$ cat src/rtl/mc_controller.sv
// Multicycle MIPS control unit: sequences each instruction through one state per clock
// and drives the datapath selects, enables, ALU control and memory write strobe.
module mc_controller #(
  parameter int RETW = 32
) (
  input  logic            clk,
  input  logic            reset,
  input  logic [5:0]      op,
  input  logic [5:0]      funct,
  input  logic            zero,
  output logic            memtoreg,
  output logic            regdst,
  output logic            iord,
  output logic            pcsrc,
  output logic            alusrca,
  output logic [1:0]      alusrcb,
  output logic [2:0]      alucontrol,
  output logic            irwrite,
  output logic            memwrite,
  output logic            regwrite,
  output logic            pcen,
  output logic            jump,
  output logic            illegal,
  output logic [3:0]      state_o,
  output logic [RETW-1:0] retired
);

  typedef enum logic [3:0] {
    S_FETCH    = 4'd0,
    S_DECODE   = 4'd1,
    S_MEMADR   = 4'd2,
    S_MEMRD    = 4'd3,
    S_MEMWB    = 4'd4,
    S_MEMWR    = 4'd5,
    S_EXECUTE  = 4'd6,
    S_ALUWB    = 4'd7,
    S_BRANCH   = 4'd8,
    S_ADDIEXEC = 4'd9,
    S_ADDIWB   = 4'd10,
    S_JUMP     = 4'd11
  } state_t;

  localparam logic [5:0] OP_RTYPE = 6'b000000;
  localparam logic [5:0] OP_LW    = 6'b100011;
  localparam logic [5:0] OP_SW    = 6'b101011;
  localparam logic [5:0] OP_BEQ   = 6'b000100;
  localparam logic [5:0] OP_ADDI  = 6'b001000;
  localparam logic [5:0] OP_J     = 6'b000010;

  localparam logic [2:0] ALU_ADD = 3'b010;
  localparam logic [2:0] ALU_SUB = 3'b110;
  localparam logic [2:0] ALU_AND = 3'b000;
  localparam logic [2:0] ALU_OR  = 3'b001;
  localparam logic [2:0] ALU_SLT = 3'b111;

  state_t          state_q, state_d;
  logic [RETW-1:0] retired_q, retired_d;

  logic [1:0] aluop;
  logic       pcwrite;
  logic       branch;
  logic       irwrite_s;
  logic       memwrite_s;
  logic       regwrite_s;
  logic       illegal_s;
  logic       op_known;
  logic       retire_evt;

  // Unknown funct codes fall back to add rather than flagging an error.
  function automatic logic [2:0] alu_dec(input logic [1:0] aop, input logic [5:0] fn);
    logic [2:0] ctl;
    ctl = ALU_ADD;
    case (aop)
      2'b00: ctl = ALU_ADD;
      2'b01: ctl = ALU_SUB;
      2'b10: begin
        case (fn)
          6'b100000: ctl = ALU_ADD;
          6'b100010: ctl = ALU_SUB;
          6'b100100: ctl = ALU_AND;
          6'b100101: ctl = ALU_OR;
          6'b101010: ctl = ALU_SLT;
          default:   ctl = ALU_ADD;
        endcase
      end
      default: ctl = ALU_ADD;
    endcase
    return ctl;
  endfunction

  always_comb begin
    op_known = (op == OP_LW) || (op == OP_SW) || (op == OP_RTYPE) ||
               (op == OP_BEQ) || (op == OP_ADDI) || (op == OP_J);
  end

  always_comb begin
    state_d = S_FETCH;
    case (state_q)
      S_FETCH: state_d = S_DECODE;
      S_DECODE: begin
        case (op)
          OP_LW, OP_SW: state_d = S_MEMADR;
          OP_RTYPE:     state_d = S_EXECUTE;
          OP_BEQ:       state_d = S_BRANCH;
          OP_ADDI:      state_d = S_ADDIEXEC;
          OP_J:         state_d = S_JUMP;
          default:      state_d = S_FETCH;
        endcase
      end
      S_MEMADR:   state_d = (op == OP_LW) ? S_MEMRD : S_MEMWR;
      S_MEMRD:    state_d = S_MEMWB;
      S_EXECUTE:  state_d = S_ALUWB;
      S_ADDIEXEC: state_d = S_ADDIWB;
      default:    state_d = S_FETCH;
    endcase
  end

  // Every terminal state returns to FETCH, so leaving one retires an instruction.
  always_comb begin
    retire_evt = (state_q == S_MEMWB) || (state_q == S_MEMWR) || (state_q == S_ALUWB) ||
                 (state_q == S_BRANCH) || (state_q == S_ADDIWB) || (state_q == S_JUMP);
    retired_d  = retire_evt ? (retired_q + RETW'(1)) : retired_q;
  end

  always_ff @(posedge clk or negedge reset) begin
    if (!reset) begin
      state_q   <= S_FETCH;
      retired_q <= '0;
    end else begin
      state_q   <= state_d;
      retired_q <= retired_d;
    end
  end

  always_comb begin
    memtoreg   = 1'b0;
    regdst     = 1'b0;
    iord       = 1'b0;
    pcsrc      = 1'b0;
    alusrca    = 1'b0;
    alusrcb    = 2'b00;
    aluop      = 2'b00;
    irwrite_s  = 1'b0;
    memwrite_s = 1'b0;
    regwrite_s = 1'b0;
    pcwrite    = 1'b0;
    branch     = 1'b0;
    jump       = 1'b0;
    illegal_s  = 1'b0;
    case (state_q)
      S_FETCH: begin
        alusrcb   = 2'b01;
        irwrite_s = 1'b1;
        pcwrite   = 1'b1;
      end
      S_DECODE: begin
        alusrcb   = 2'b11;
        illegal_s = ~op_known;
      end
      S_MEMADR: begin
        alusrca = 1'b1;
        alusrcb = 2'b10;
      end
      S_MEMRD: iord = 1'b1;
      S_MEMWB: begin
        memtoreg   = 1'b1;
        regwrite_s = 1'b1;
      end
      S_MEMWR: begin
        iord       = 1'b1;
        memwrite_s = 1'b1;
      end
      S_EXECUTE: begin
        alusrca = 1'b1;
        aluop   = 2'b10;
      end
      S_ALUWB: begin
        regdst     = 1'b1;
        regwrite_s = 1'b1;
      end
      S_BRANCH: begin
        alusrca = 1'b1;
        aluop   = 2'b01;
        pcsrc   = 1'b1;
        branch  = 1'b1;
      end
      S_ADDIEXEC: begin
        alusrca = 1'b1;
        alusrcb = 2'b10;
      end
      S_ADDIWB: regwrite_s = 1'b1;
      S_JUMP: begin
        jump    = 1'b1;
        pcwrite = 1'b1;
      end
      default: ;
    endcase
  end

  // Strobes and enables are held low for as long as reset is asserted.
  assign alucontrol = alu_dec(aluop, funct);
  assign irwrite    = irwrite_s & reset;
  assign memwrite   = memwrite_s & reset;
  assign regwrite   = regwrite_s & reset;
  assign illegal    = illegal_s & reset;
  assign pcen       = (pcwrite | (branch & zero)) & reset;
  assign state_o    = state_q;
  assign retired    = retired_q;

endmodule
$ cat config.mk
export PLATFORM = sky130hd
export DESIGN_NAME = mc_controller
export DESIGN_NICKNAME = d
export VERILOG_FILES = /design/src/rtl/mc_controller.sv
export SDC_FILE = /design/constraint.sdc
export NUM_CORES = 1
export LEC_CHECK = 0
export ABC_AREA = 1
export BUFFER_PORTS_ARGS = -buffer_cell sky130_fd_sc_hd__buf_4
export CORE_MARGIN = 10
export CORE_UTILIZATION = 54
export CTS_BUF_LIST = sky130_fd_sc_hd__clkbuf_4 sky130_fd_sc_hd__clkbuf_8
export CTS_CLUSTER_SIZE = 30
export DETAILED_ROUTE_END_ITERATION = 8
export GPL_ROUTABILITY_DRIVEN = 0
export HOLD_SLACK_MARGIN = 0.15
export PLACE_DENSITY = 0.82
export SETUP_SLACK_MARGIN = 0.1
export SLEW_MARGIN = 40
export SYNTH_ARGS = -nofsm -noshare
export SYNTH_HDL_FRONTEND = slang
export SYNTH_SLANG_ARGS = --single-unit
$ cat constraint.sdc
create_clock -name clk -period 2.3 [get_ports clk]
set_clock_uncertainty 0.2 [all_clocks]
set_input_delay 0.23 -clock clk [delete_from_list [all_inputs] [get_ports clk]]
set_output_delay 0.23 -clock clk [all_outputs]
set_load 0.05 [all_outputs]
; ---- Word level (Yosys, flattened, before mapping)
; Cells that the tools add are included.
[word_totals]
output_inout_bits = 52
ff_bits = 36
inputBits = 15
wordCells = 69
[classes]
mux = 18
addsub = 1
n_reduce_logical = 18
eq_ne = 22
n_bitwise = 8
[op_table]
columns = cell, n
row1 = $eq A6 B6 Y1 const B, 6
row2 = $add A32 B1 Y32 const B, 1
row3 = $pmux W4 S6, 1
row4 = $pmux W4 S5, 1
row5 = $eq A4 B3 Y1 const B, 4
row6 = $eq A4 B4 Y1 const B, 4
row7 = $pmux W3 S4, 1
row8 = $mux W1, 11
row9 = $logic_or A1 B1 Y1, 10
row10 = $eq A4 B2 Y1 const B, 2
row11 = $reduce_or A2 Y1, 4
row12 = $and A1 B1 Y1, 6
row13 = $eq A6 B2 Y1 const B, 1
row14 = $eq A6 B3 Y1 const B, 1
row15 = $eq A6 B4 Y1 const B, 1
row16 = $logic_not A6 Y1, 1
row17 = $pmux W2 S3, 1
row18 = $pmux W3 S2, 1
row19 = $eq A4 B1 Y1 const B, 1
row20 = $logic_not A4 Y1, 1
row21 = $pmux W2 S2, 1
row22 = $reduce_or A4 Y1, 1
row23 = $mux W3, 1
row24 = $reduce_or A3 Y1, 1
row25 = 4 further kinds, 4

; ---- Depth between registers and ports, before layout
[depth]
depth_word = 9
ltp_mapped = 10
mapped_depth_nobuf = 10

; ---- Worst setup path before layout
; Ideal clock, no wire load.
[synth_path]
kind = reg-to-output
startpoint = register state_q[3] (netlist: state_o[3])
endpoint = output alucontrol[2]
t_required_ps = 1870
path_stages_with_launch = 8
slack_ps = -1430
arrival_time_ps = 3300
n_path_buf = 0
cell_sequence = dfrtp_1 inv_2 nor2_4 inv_1 nor2_1 inv_1 ha_1 a21boi_0
[synth_via]
elab_chain_cells = 4
elab_cells_between_ends = 6
cone_classes = 4 x eq/ne / 2 x mux
[synth_rtl]
columns = item, line_no
row1 = "start, declared", 56  ; state_t state_q, state_d;
row2 = "start signal, assigned", 130  ; state_q <= state_d;
row3 = $eq A4 B4 Y1 / $eq A4 B3 Y1 (equally long branches), 150  ; case (state_q)
row4 = $pmux W2 S2 *, 150
row5 = $eq A2 B2 Y1 / $eq A2 B1 Y1 (equally long branches), 73  ; case (aop)
row6 = $pmux W3 S2 *, 73
row7 = "end, declared", 17  ; output logic [2:0] alucontrol,
; Mark *: on every way between the ends. The rest lies on a longest branch, timed or not.

; ---- Final worst setup path
; Ends and elaborated chain as after synthesis.

==> run_results.csv <==
group,metric,value,unit
worst_setup_path,required,1.87,ns
floorplanning,fp-row-count,24,
final_layout,area_delta_synth_final,39.1,%
worst_setup_path,r2r-end,"retired[27]",
floorplanning,dieHeight,86.5,um
final_layout,drive_above_1_share,0.322,
floorplanning,die_w,86.5,um
global_routing,grt_overflow,0,
worst_setup_path,regToRegStartpoint,"state_o[0]",
synthesis,synth_compound_area_frac,0.0283,
floorplanning,core-area,0.00432,mm^2
placed_design,dp_hpwl,5.11,mm
sta,timing.fmax,447,MHz
synthesis,yosys.area_share.simple,0.436,
cts,cts_made_buffers,5,
power_and_ir_drop,vdd_drop_max,0.778,mV
global_routing,use_met2,0.324,
drt,drt-vias-per-instance,5.27,
floorplanning,io-pin-count,67,
synthesis,syn_area_per_cell,7.03,um^2
global_routing,top_usage_layer,"met2",
global_routing,grt_start_max_net_pins,33,
synthesis,synth_fa_ha_area_frac,0.0209,
sta,rsz0062_at_grt,"true",
synthesis,ys.flop_type,"dfrtp_1",
worst_setup_path,crit_type,"flip-flop to output port",
outcome,status,"complete, no violations",
placed_design,port_buffers,66,
cts,htree_levels,2,
placed_design,place_ws,0.185,ns
final_layout,multi_input_comb_area,0.00144,mm^2
synthesis,synth-seq-area-share,0.377,
synthesis,synth_top_family_by_area,"simple AND/OR/NAND/NOR gates",
worst_setup_path,r2r_cells,9,
worst_setup_path,worstSetupEndpointType,"output port",
synthesis,ys_ff_latch,36,
synthesis,netlist.area_leader.share,0.377,
final_layout,num-fill-cells,331,
synthesis,netlist_area,0.00239,mm^2
final_layout,final_nets,448,
sta,drv_slew,0,
min_path,hp-class,"primary input to flip-flop",
global_routing,grt_pass1_wl,11.5,mm
global_routing,grt_usage,0.184,
final_layout,antenna_cells,0,
sta,slew_headroom,0.726,
sta,hold_violations,0,
cts,cts-root-buf,"clkbuf_8",
synthesis,synth_cell_types,31,
final_layout,fin_util,0.769,
flow_run,drv_cap,0,
sta,hold_slack,0.225,ns
drt,drtIter0Drc,163,
sta,worst_slew_pin_slew,0.411,ns
power_and_ir_drop,p_leak,1.62,nW
min_path,min_from,"op[4]",
global_routing,antenna_found_initial,0,
synthesis,async_reset_ff_frac,1.00,
power_and_ir_drop,power_density,651,mW/mm^2
floorplanning,dieArea,0.00749,mm^2
synthesis,syn_inst,340,
synthesis,syn_nets,359,
drt,wl,6.91,mm
floorplanning,start_util,0.553,
global_routing,grt_pass1_vias,2546,
drt,wire_per_inst,14.4,um
sta,period_share,0.972,
sta,layout_setup_ws,0.0633,ns
sta,finalSetupViolations,0,
cts,cts_tree,"built",
worst_setup_path,arrival,1.81,ns
synthesis,synthMuxAreaShare,0,
worst_setup_path,rrSetupSlack,0.30,ns
worst_setup_path,slowest_stage,"dfrtp_2",
min_path,hold_path_end,"state_o[0]",
drt,drtAntennaViolNets,0,
drt,drc_errors,0,
worst_setup_path,critPathMaxStageDelay,0.44,ns
cts,clkSlewWorstSetupHoldPaths,0.07,ns
worst_setup_path,worstSetupStartpointType,"flip-flop",
drt,dr.pass1.iters,5,
sta,fin_crit,2.24,ns
synthesis,synth_edf_count,0,
synthesis,yosys-top-cells-area,"dfrtp_1, nand2_1, nor2_1",
drt,vias,2533,
cts,worstSkewPairLatency,0.29,ns
worst_setup_path,cp_max_fo,3,
min_path,holdPathStages,6,
worst_setup_path,path_common_cell,"nor2_4",
worst_setup_path,cp_cell_sequence,"nor2_4 > inv_4 > nor2_4 > ha_4 > nand4_1 > a21boi_4 > buf_6",
final_layout,regArea,906,um^2
cts,clk_path_buf_depth,2,
synthesis,yosys_warnings,0,
global_routing,met3_usage,0.0553,
synthesis,synthXorXnorAreaFrac,0.0586,
cts,cts.sinks,36,
synthesis,yosysTopAreaCell,"dfrtp_1",
global_routing,use_met1,0.209,
## cell usage after synthesis (4+ instances only)
library cell  number
o21ai_0            4
nor2_2             6
dfrtp_1           36
nor2_4             4
nand3b_1           8
ha_1               4
nand2_1          106
inv_1             43
nor3_1             6
xnor2_1            8
nand3_1           19
nand2_2            4
xor2_1             8
nor2_1            51
nand4_1           10
## per-layer routing
metal	part of all wire	vias up
met5	0	-
met4	0.014	0
met3	0.062	8
met2	0.52	67
met1	0.40	1214
li1	-	1244
## cells in the final DEF, fill, tap and decap left out, drive strengths merged
master       instances
nand2              110
buf                 78
nor2                61
inv                 46
dfrtp               36
nand3               23
nand4               11
nand3b               8
xnor2                8
xor2                 8
nor3                 8
dlygate4sd3          6
clkbuf               6
o21ai                6
ha                   4
a21oi                2
and2                 1
nand2b               1
o211ai               1
o22ai                1
a21boi               1
a31oi                1
or2                  1
clkinv               1
## state kept, by name (all words and copies together) (netlist names)
register	cells
retired	32
state_o	4
## cell type report
type | instances | area share
clock buffers | 6 | 0.0229
clock inverters | 1 | 0.00150
inverters | 46 | 0.0527
multi-input cells | 256 | 0.434
flip-flops and latches | 36 | 0.272
well taps | 52 | 0.0196
repair buffers | 84 | 0.197
## critical path: cells and delay by family, from the launching register on
family | cells | cell delay [ns]
buf+inv | 2 | 0.22
simple gates | 3 | 0.51
compound gates | 1 | 0.20
flops | 1 | 0.44
fa+ha+maj | 1 | 0.15
## power breakdown
group / total, mW / leakage, nW / switching (mW) / internal [mW]
clock network: 0.438 / 0.0445 / 0.220 / 0.218
registers: 0.746 / 0.490 / 0.0639 / 0.682
logic: 0.983 / 1.08 / 0.680 / 0.303
total: 2.17 / 1.62 / 0.964 / 1.20
## per-stage QoR
stage	cell area, um^2	power [mW]	TNS, ns	cells
floorplan	2470	1.38	-0.00291	340
global placement	3040	1.63	0	459
detailed placement	3040	1.64	0	459
CTS	3260	2.12	0	479
global route	3330	2.27	0	481
finish	3330	2.17	0	481
## worst max-delay path by stage
stage                     cells past startpoint  slack (ns)            end  startpoint
final                                         7        0.06  alucontrol[2]  state_o[3]
after floorplan                               7      -0.003  alucontrol[2]  state_o[3]
after global placement                        7        0.21  alucontrol[0]  state_o[3]
after CTS                                     8        0.04  alucontrol[2]  state_o[2]
after global routing                          9      0.0003  alucontrol[2]  state_o[3]
after detailed placement                      7        0.18  alucontrol[0]  state_o[3]
## cell families after synthesis
| family | count (synthesis) |
|---|---|
| DFF | 36 |
| adders and majority gates | 4 |
| AOI/OAI and AO/OA | 12 |
| and+or+nand+nor | 224 |
| xor gates and xnor gates | 16 |
| buffers and inverters | 48 |
## what timing repair did
| action | 4_1_cts | 5_1_grt |
|---|---|---|
| pin swaps | 7 | 7 |
| endpoints found under the setup margin | 3 | 6 |
| hold endpoints to repair | 40 | 0 |
| resized for setup | 10 | 13 |
| buffers inserted | 7 | 2 |
| hold buffers | 6 | 0 |
(Power assumes the default switching activity.)
